[config.mk]
export PLATFORM = sky130hd
export DESIGN_NAME = imem_rom
export DESIGN_NICKNAME = d
export VERILOG_FILES = /design/src/rtl/imem_rom.sv
export SDC_FILE = /design/constraint.sdc
export NUM_CORES = 1
export LEC_CHECK = 0
export ABC_AREA = 1
export BUFFER_PORTS_ARGS = -buffer_cell sky130_fd_sc_hd__buf_4
export CORE_ASPECT_RATIO = 1.1
export CORE_MARGIN = 5
export CORE_UTILIZATION = 42
export CTS_CLUSTER_SIZE = 28
export DETAILED_ROUTE_END_ITERATION = 8
export PLACE_DENSITY = 0.85
export SYNTH_ARGS = -nofsm -noshare
export SYNTH_HDL_FRONTEND = slang
export SYNTH_SLANG_ARGS = --single-unit
[constraint.sdc]
create_clock -name clk -period 3 [get_ports clk]
set_clock_uncertainty 0.2 [all_clocks]
set_input_delay 0.45 -clock clk [delete_from_list [all_inputs] [get_ports clk]]
set_output_delay 0.45 -clock clk [all_outputs]
set_load 0.02 [all_outputs]
[src/rtl/imem_rom.sv]
// Read-only instruction memory with a valid/ready fetch port and a programmable access latency.
// Define IMEM_FAULT_EN to report misaligned fetches as faults instead of silently aligning them.
module imem_rom #(
  parameter int unsigned XLEN        = 32,
  parameter int unsigned ADDRLEN     = 8,
  parameter int unsigned WAIT_STATES = 1,
  parameter string       INIT_FILE   = ""
) (
  input  logic               clk,
  input  logic               rst_n,
  input  logic               req_valid,
  output logic               req_ready,
  input  logic [ADDRLEN-1:0] req_addr,
  output logic               rsp_valid,
  input  logic               rsp_ready,
  output logic [XLEN-1:0]    rsp_data,
  output logic               rsp_fault,
  output logic               busy
);

  localparam int unsigned NBYTES = XLEN / 8;
  localparam int unsigned DEPTH  = 1 << ADDRLEN;
  localparam int unsigned CNTW   = 4;

`ifdef IMEM_FAULT_EN
  localparam bit FAULT_EN = 1'b1;
`else
  localparam bit FAULT_EN = 1'b0;
`endif

  if (XLEN != 32 && XLEN != 64) begin : g_bad_xlen
    $error("imem_rom: XLEN must be 32 or 64");
  end
  if (WAIT_STATES > 15) begin : g_bad_wait
    $error("imem_rom: WAIT_STATES must be in 0..15");
  end
  if (ADDRLEN < $clog2(XLEN / 8)) begin : g_bad_addrlen
    $error("imem_rom: ADDRLEN too small for one fetch word");
  end

  typedef enum logic [1:0] {
    S_IDLE,
    S_WAIT,
    S_RESP
  } state_e;

  // NOTE: the byte array is contents, not state; it is initialised once and never reset.
  logic [7:0] mem [DEPTH] = '{default: 8'h00};

  state_e             state_q, state_d;
  logic [CNTW-1:0]    cnt_q, cnt_d;
  logic [ADDRLEN-1:0] addr_q, addr_d;
  logic               pend_fault_q, pend_fault_d;
  logic               valid_q, valid_d;
  logic [XLEN-1:0]    data_q, data_d;
  logic               fault_q, fault_d;

  logic [ADDRLEN-1:0] aligned_addr;
  logic               misaligned;
  logic               accept;
  logic [ADDRLEN-1:0] fetch_addr;
  logic               fetch_fault;
  logic               load_rsp;
  logic [XLEN-1:0]    fetch_word;

  assign aligned_addr = req_addr & ~ADDRLEN'(NBYTES - 1);
  assign misaligned   = FAULT_EN & (aligned_addr != req_addr);
  assign req_ready    = (state_q == S_IDLE) | ((state_q == S_RESP) & rsp_ready);
  assign accept       = req_valid & req_ready;

  // Little-endian word assembly; byte indices wrap so the top word stays in range.
  always_comb begin
    fetch_word = '0;
    for (int b = 0; b < NBYTES; b++) begin
      fetch_word[8*b +: 8] = mem[fetch_addr + ADDRLEN'(b)];
    end
  end

  always_comb begin
    // NOTE: every signal gets a default first so no path leaves it unassigned (no latches).
    state_d      = state_q;
    cnt_d        = cnt_q;
    addr_d       = addr_q;
    pend_fault_d = pend_fault_q;
    valid_d      = valid_q;
    data_d       = data_q;
    fault_d      = fault_q;
    fetch_addr   = addr_q;
    fetch_fault  = pend_fault_q;
    load_rsp     = 1'b0;

    unique case (state_q)
      S_IDLE, S_RESP: begin
        if ((state_q == S_RESP) && rsp_ready) begin
          valid_d = 1'b0;
          state_d = S_IDLE;
        end
        if (accept) begin
          addr_d       = aligned_addr;
          pend_fault_d = misaligned;
          if (WAIT_STATES == 0) begin
            fetch_addr  = aligned_addr;
            fetch_fault = misaligned;
            load_rsp    = 1'b1;
          end else begin
            state_d = S_WAIT;
            cnt_d   = CNTW'(WAIT_STATES);
          end
        end
      end
      S_WAIT: begin
        if (cnt_q <= 4'd1) begin
          cnt_d    = '0;
          load_rsp = 1'b1;
        end else begin
          cnt_d = cnt_q - 4'd1;
        end
      end
      default: state_d = S_IDLE;
    endcase

    if (load_rsp) begin
      state_d = S_RESP;
      valid_d = 1'b1;
      data_d  = fetch_fault ? '0 : fetch_word;
      fault_d = fetch_fault;
    end
  end

  // NOTE: sequential state uses non-blocking assignments so all flops update together.
  always_ff @(posedge clk) begin
    if (!rst_n) begin
      state_q      <= S_IDLE;
      cnt_q        <= '0;
      addr_q       <= '0;
      pend_fault_q <= 1'b0;
      valid_q      <= 1'b0;
      data_q       <= '0;
      fault_q      <= 1'b0;
    end else begin
      state_q      <= state_d;
      cnt_q        <= cnt_d;
      addr_q       <= addr_d;
      pend_fault_q <= pend_fault_d;
      valid_q      <= valid_d;
      data_q       <= data_d;
      fault_q      <= fault_d;
    end
  end

  assign rsp_valid = valid_q;
  assign rsp_data  = data_q;
  assign rsp_fault = fault_q;
  assign busy      = (state_q != S_IDLE);

endmodule
-- Word-level counts from Yosys, hierarchy flattened
Cells that the tools add are included.
- add/subtract/negate cells: 1
- order comparisons: 1
- equal/unequal tests: 6
- muxes and demuxes: 12
- bitwise logic cells: 5
- reduce and logical (&&, ||, !) cells: 12
- operators with widths (operator ; count):
    $mux W4 ; 2
    $pmux W4 S2 ; 1
    $reduce_and A2 Y1 ; 4
    $reduce_bool A2 Y1 ; 4
    $mux W2 ; 3
    $mux W1 ; 5
    $le A4 B1 Y1 const B ; 1
    $ne A2 B2 Y1 const B ; 2
    $ne A4 B4 Y1 const B ; 1
    $pmux W2 S2 ; 1
    $reduce_or A2 Y1 ; 2
    $sub A4 B1 Y4 const B ; 1
    $ne A3 B3 Y1 const B ; 1
    $and A1 B1 Y1 ; 2
    $eq A2 B1 Y1 const B ; 1
    $eq A2 B2 Y1 const B ; 1
    $logic_not A2 Y1 ; 1
    $not A1 Y1 ; 2
    $logic_and A1 B1 Y1 ; 1
    $or A1 B1 Y1 ; 1
- register bits: 39
- output and inout bits: 36
- logic and storage cells: 42

-- Depth between registers and ports, before layout
- word-level depth: 7
- depth in mapped cells: 9

-- Worst setup path after synthesis
No wires, ideal clock.
- path kind: input to output
- start point: input port rsp_ready
- end point: output port req_ready
- arrival: 760 ps
- data required time: 2350 ps
- setup slack: 1590 ps
- cell stages on the path: 2
- path buffers: 0
- path through: inv_1 -> a21oi_2
- longest elaborated chain between the ends: 2
- ends and longest elaborated chain (element ; RTL line ; RTL):
    from (decl) ; 15 ; input logic rsp_ready,
    $and A1 B1 Y1 ; 68 ; assign req_ready = (state_q == S_IDLE) | ((state_q == S_RESP) & rsp_ready);
    $or A1 B1 Y1 ; 68 ;
    to (decl) ; 12 ; output logic req_ready,
Every way passes these cells.

-- Worst setup path after layout
- start point: register state_q[1]
- end point: output port req_ready
- longest elaborated chain between the ends: 3
- elaborated cells on any way between the ends: 4
- ends and longest elaborated chain (element ; RTL line ; RTL):
    from (decl) ; 50 ; state_e state_q, state_d;
    from (signal assigned) ; 141 ; state_q <= state_d;
    $eq A2 B2 Y1 ; 68 ;
    $and A1 B1 Y1 ; 68 ;
    $or A1 B1 Y1 * ; 68 ;
Mark *: on every way between the ends. The rest lies on a longest branch, timed or not.

==> run_results.csv <==
group,metric,value,unit
grt,number_of_global_route_vias_before_repair,378,
worst_hold_path,hold_depth,3,
routing,avgRoutedWirePerCell,8.63,um
grt,grt_usage,8.54,%
clocking,tritoncts.num_buffers,3,
routing,total_routed_length,1.03,mm
clocking,cts_num_sinks,7,
floorplanning,die_w,47.4,um
logic_synthesis,post_synth.cell_area_avg,6.88,sq um
setup_path,criticalPathCategory,"reg -> out",
worst_hold_path,timing.hold.worst.class,"in -> reg",
logic_synthesis,seq_area_frac_synth,21.7,%
clocking,post_cts.repair.setup_buffers,0,
clocking,cts.clk_slew.worst_paths,0.05,ns
setup_path,worst_path_max_delay_cell,"dfxtp_1",
routing,drtIter0Drc,6,
floorplanning,die_area,2430,sq um
routing,mean_number_of_vias_per_cell,3.94,
cells_and_area,layout_cell_share_with_drive_strength_beyond_1,15.5,%
floorplanning,fp-row-count,14,
logic_synthesis,post_synth_instance_area,647,sq um
setup_path,ff2ff_setup_slack,1.49,ns
timing,timing_max_transition_violations_final,0,
setup_path,worstPathMaxFanout,4,
routing,dr_total_vias,469,
floorplanning,initial_utilization,45.6,%
timing,fmax,629,MHz
timing,timing.final.hold_violations,0,
power,peakVddDrop,209,uV
grt,pin_count_of_the_biggest_net_entering_global_routing,5,
logic_synthesis,synth-warning-count,0,
setup_path,worst_ep_required_time,2.35,ns
grt,globalRouteOverflowTotal,0,
setup_path,rr_endpoint,"cnt_q[2]$_SDFFE_PN0P_",
grt,number_of_antenna_violations_at_the_first_check_in_global_routing,0,
floorplanning,die_h,51.2,um
timing,min_period,1.59,ns
setup_path,timing.reg2reg.worst_path_depth,9,
timing,final.period_utilization,53.0,%
logic_synthesis,yosys.cell_types.count,15,
setup_path,critical-path-max-stage-delay,0.35,ns
worst_hold_path,min_from,"rst_n",
clocking,clock_insertion_delay_worst_skew,0.25,ns
clocking,clk_root_buffer_cell,"clkbuf_4",
routing,route.antenna.remaining_nets,0,
place,post-dp-hpwl,859,um
power,power.static_leakage,0.348,nW
clocking,tritoncts,"built",
cells_and_area,fraction_of_the_core_area_covered_by_cells_at_the_end_of_the_flow,43.0,%
run_status,outcome,"complete, no violations",
place,gp_congestion,0.771,
clocking,htree_levels,1,
cells_and_area,final_antenna_diode_count,0,
timing,finalSetupTns,0,ns
floorplanning,floorplan.core_area,1420,sq um
clocking,postCtsHoldBufs,0,
grt,first_pass_grt_wire_length,1.46,mm
place,buffer_ports.inserted,6,
logic_synthesis,synthCells,94,
clocking,post_cts_resized,0,
routing,drc,0,
routing,drtPass1Iterations,4,
run,max_cap_viols,0,
setup_path,startpoint_type,"flop",
setup_path,end_kind,"output port",
setup_path,path_cells,"a21oi_2 -> buf_4",
setup_path,worst-endpoint-arrival,0.94,ns
timing,setup_viol,0,
logic_synthesis,synth.ff_latch_count,7,
setup_path,worstReg2RegStart,"cnt_q[0]$_SDFFE_PN0P_",
cells_and_area,final_net_count,118,
cells_and_area,area_growth_synth_to_finish,-5.61,%
power,power-per-cell-area,582,nW/um^2
floorplanning,io-pin-count,48,
clocking,cts.path.max_buffers,2,
timing,rsz_0062_raised_after_global_routing,"false",
worst_hold_path,holdPathEnd,"cnt_q[2]$_SDFFE_PN0P_",
[critical path, delay by kind of cell, from the launching register on]
kind                   cells  cell delay [ns]
AO/OA/AOI/OAI              1             0.17
buffers and inverters      1             0.16
flip-flops                 1             0.35
[Yosys cell counts, drive strengths merged]
master  number  area [sq um]
nand3        7          40.0
nand2       17          66.3
buf         33           248
ha           2          25.0
a21oi        7          42.5
conb         1          3.75
inv         14          52.6
nor2         5          21.3
dfxtp        7           140
o31ai        1          7.51
[worst max-delay path by stage]
stage,from,endpoint,slack [ns]
floorplan,rsp_ready,req_ready,1.59
global placement,rsp_ready,req_ready,1.47
detailed placement,rsp_ready,req_ready,1.47
CTS,state_q[1]$_SDFFE_PN0P_,req_ready,1.40
global route,cnt_q[0]$_SDFFE_PN0P_,cnt_q[0]$_SDFFE_PN0P_,1.29
finish,state_q[1]$_SDFFE_PN0P_,req_ready,1.41
[cell type report]
type                    instances  area [sq um]
multi-input cells              72           327
flip-flops and latches          7           140
inverters                      14          52.6
well taps                      16          20.0
fillers                       147           808
clock buffers                   4          26.3
repair buffers                  6          45.0
[placed cells by master, fill, tap and decap left out, drive strengths merged]
cell / netlist / layout
o31ai: 1 / 1
buf: 33 / 6
nand2: 17 / 17
a21oi: 7 / 7
ha: 2 / 2
conb: 1 / 33
nor2: 5 / 5
clkbuf: 0 / 4
nand3: 7 / 7
dfxtp: 7 / 7
inv: 14 / 14
[cell families after synthesis]
logic type                 count (synthesis)  synth area share (%)
adders and majority gates                  2                  3.87
and+or+nand+nor                           29                  19.7
AOI/OAI and AO/OA                          8                  7.74
DFF                                        7                  21.7
other                                      1                 0.580
buffers and inverters                     47                  46.4
[stage by stage]
stage / hold WS (ns) / setup WS [ns] / total power, mW / instance area [sq um] / std cells
final: 0.242 / 1.41 / 0.355 / 611 / 119
after global routing: 0.251 / 1.29 / 0.384 / 611 / 119
after CTS: 0.236 / 1.40 / 0.358 / 611 / 119
after detailed placement: 0.268 / 1.47 / 0.267 / 584 / 115
after global placement: 0.258 / 1.47 / 0.263 / 584 / 115
after floorplan: 0.270 / 1.59 / 0.268 / 767 / 126
[state kept, by name, summed over array words and instances (netlist names)]
| register | count |
|---|---|
| state_q | 2 |
| rsp_valid | 1 |
| cnt_q | 4 |
[where the power goes]
group,total [mW],internal [mW],switching [mW]
Clock,0.0882,0.0509,0.0373
Sequential,0.118,0.106,0.0125
Combinational,0.149,0.0423,0.106
Total,0.355,0.199,0.156
[routing by layer]
metal | GRT usage (%) | routed length, um | share of wire, %
met1 | 10.1 | 370 | 36
met4 | 4.15 | 12 | 1.2
met3 | 4.21 | 156 | 15
met2 | 12.5 | 486 | 47
met5 | 0 | 0 | 0
Note: power is estimated with default switching activity, not from simulation.
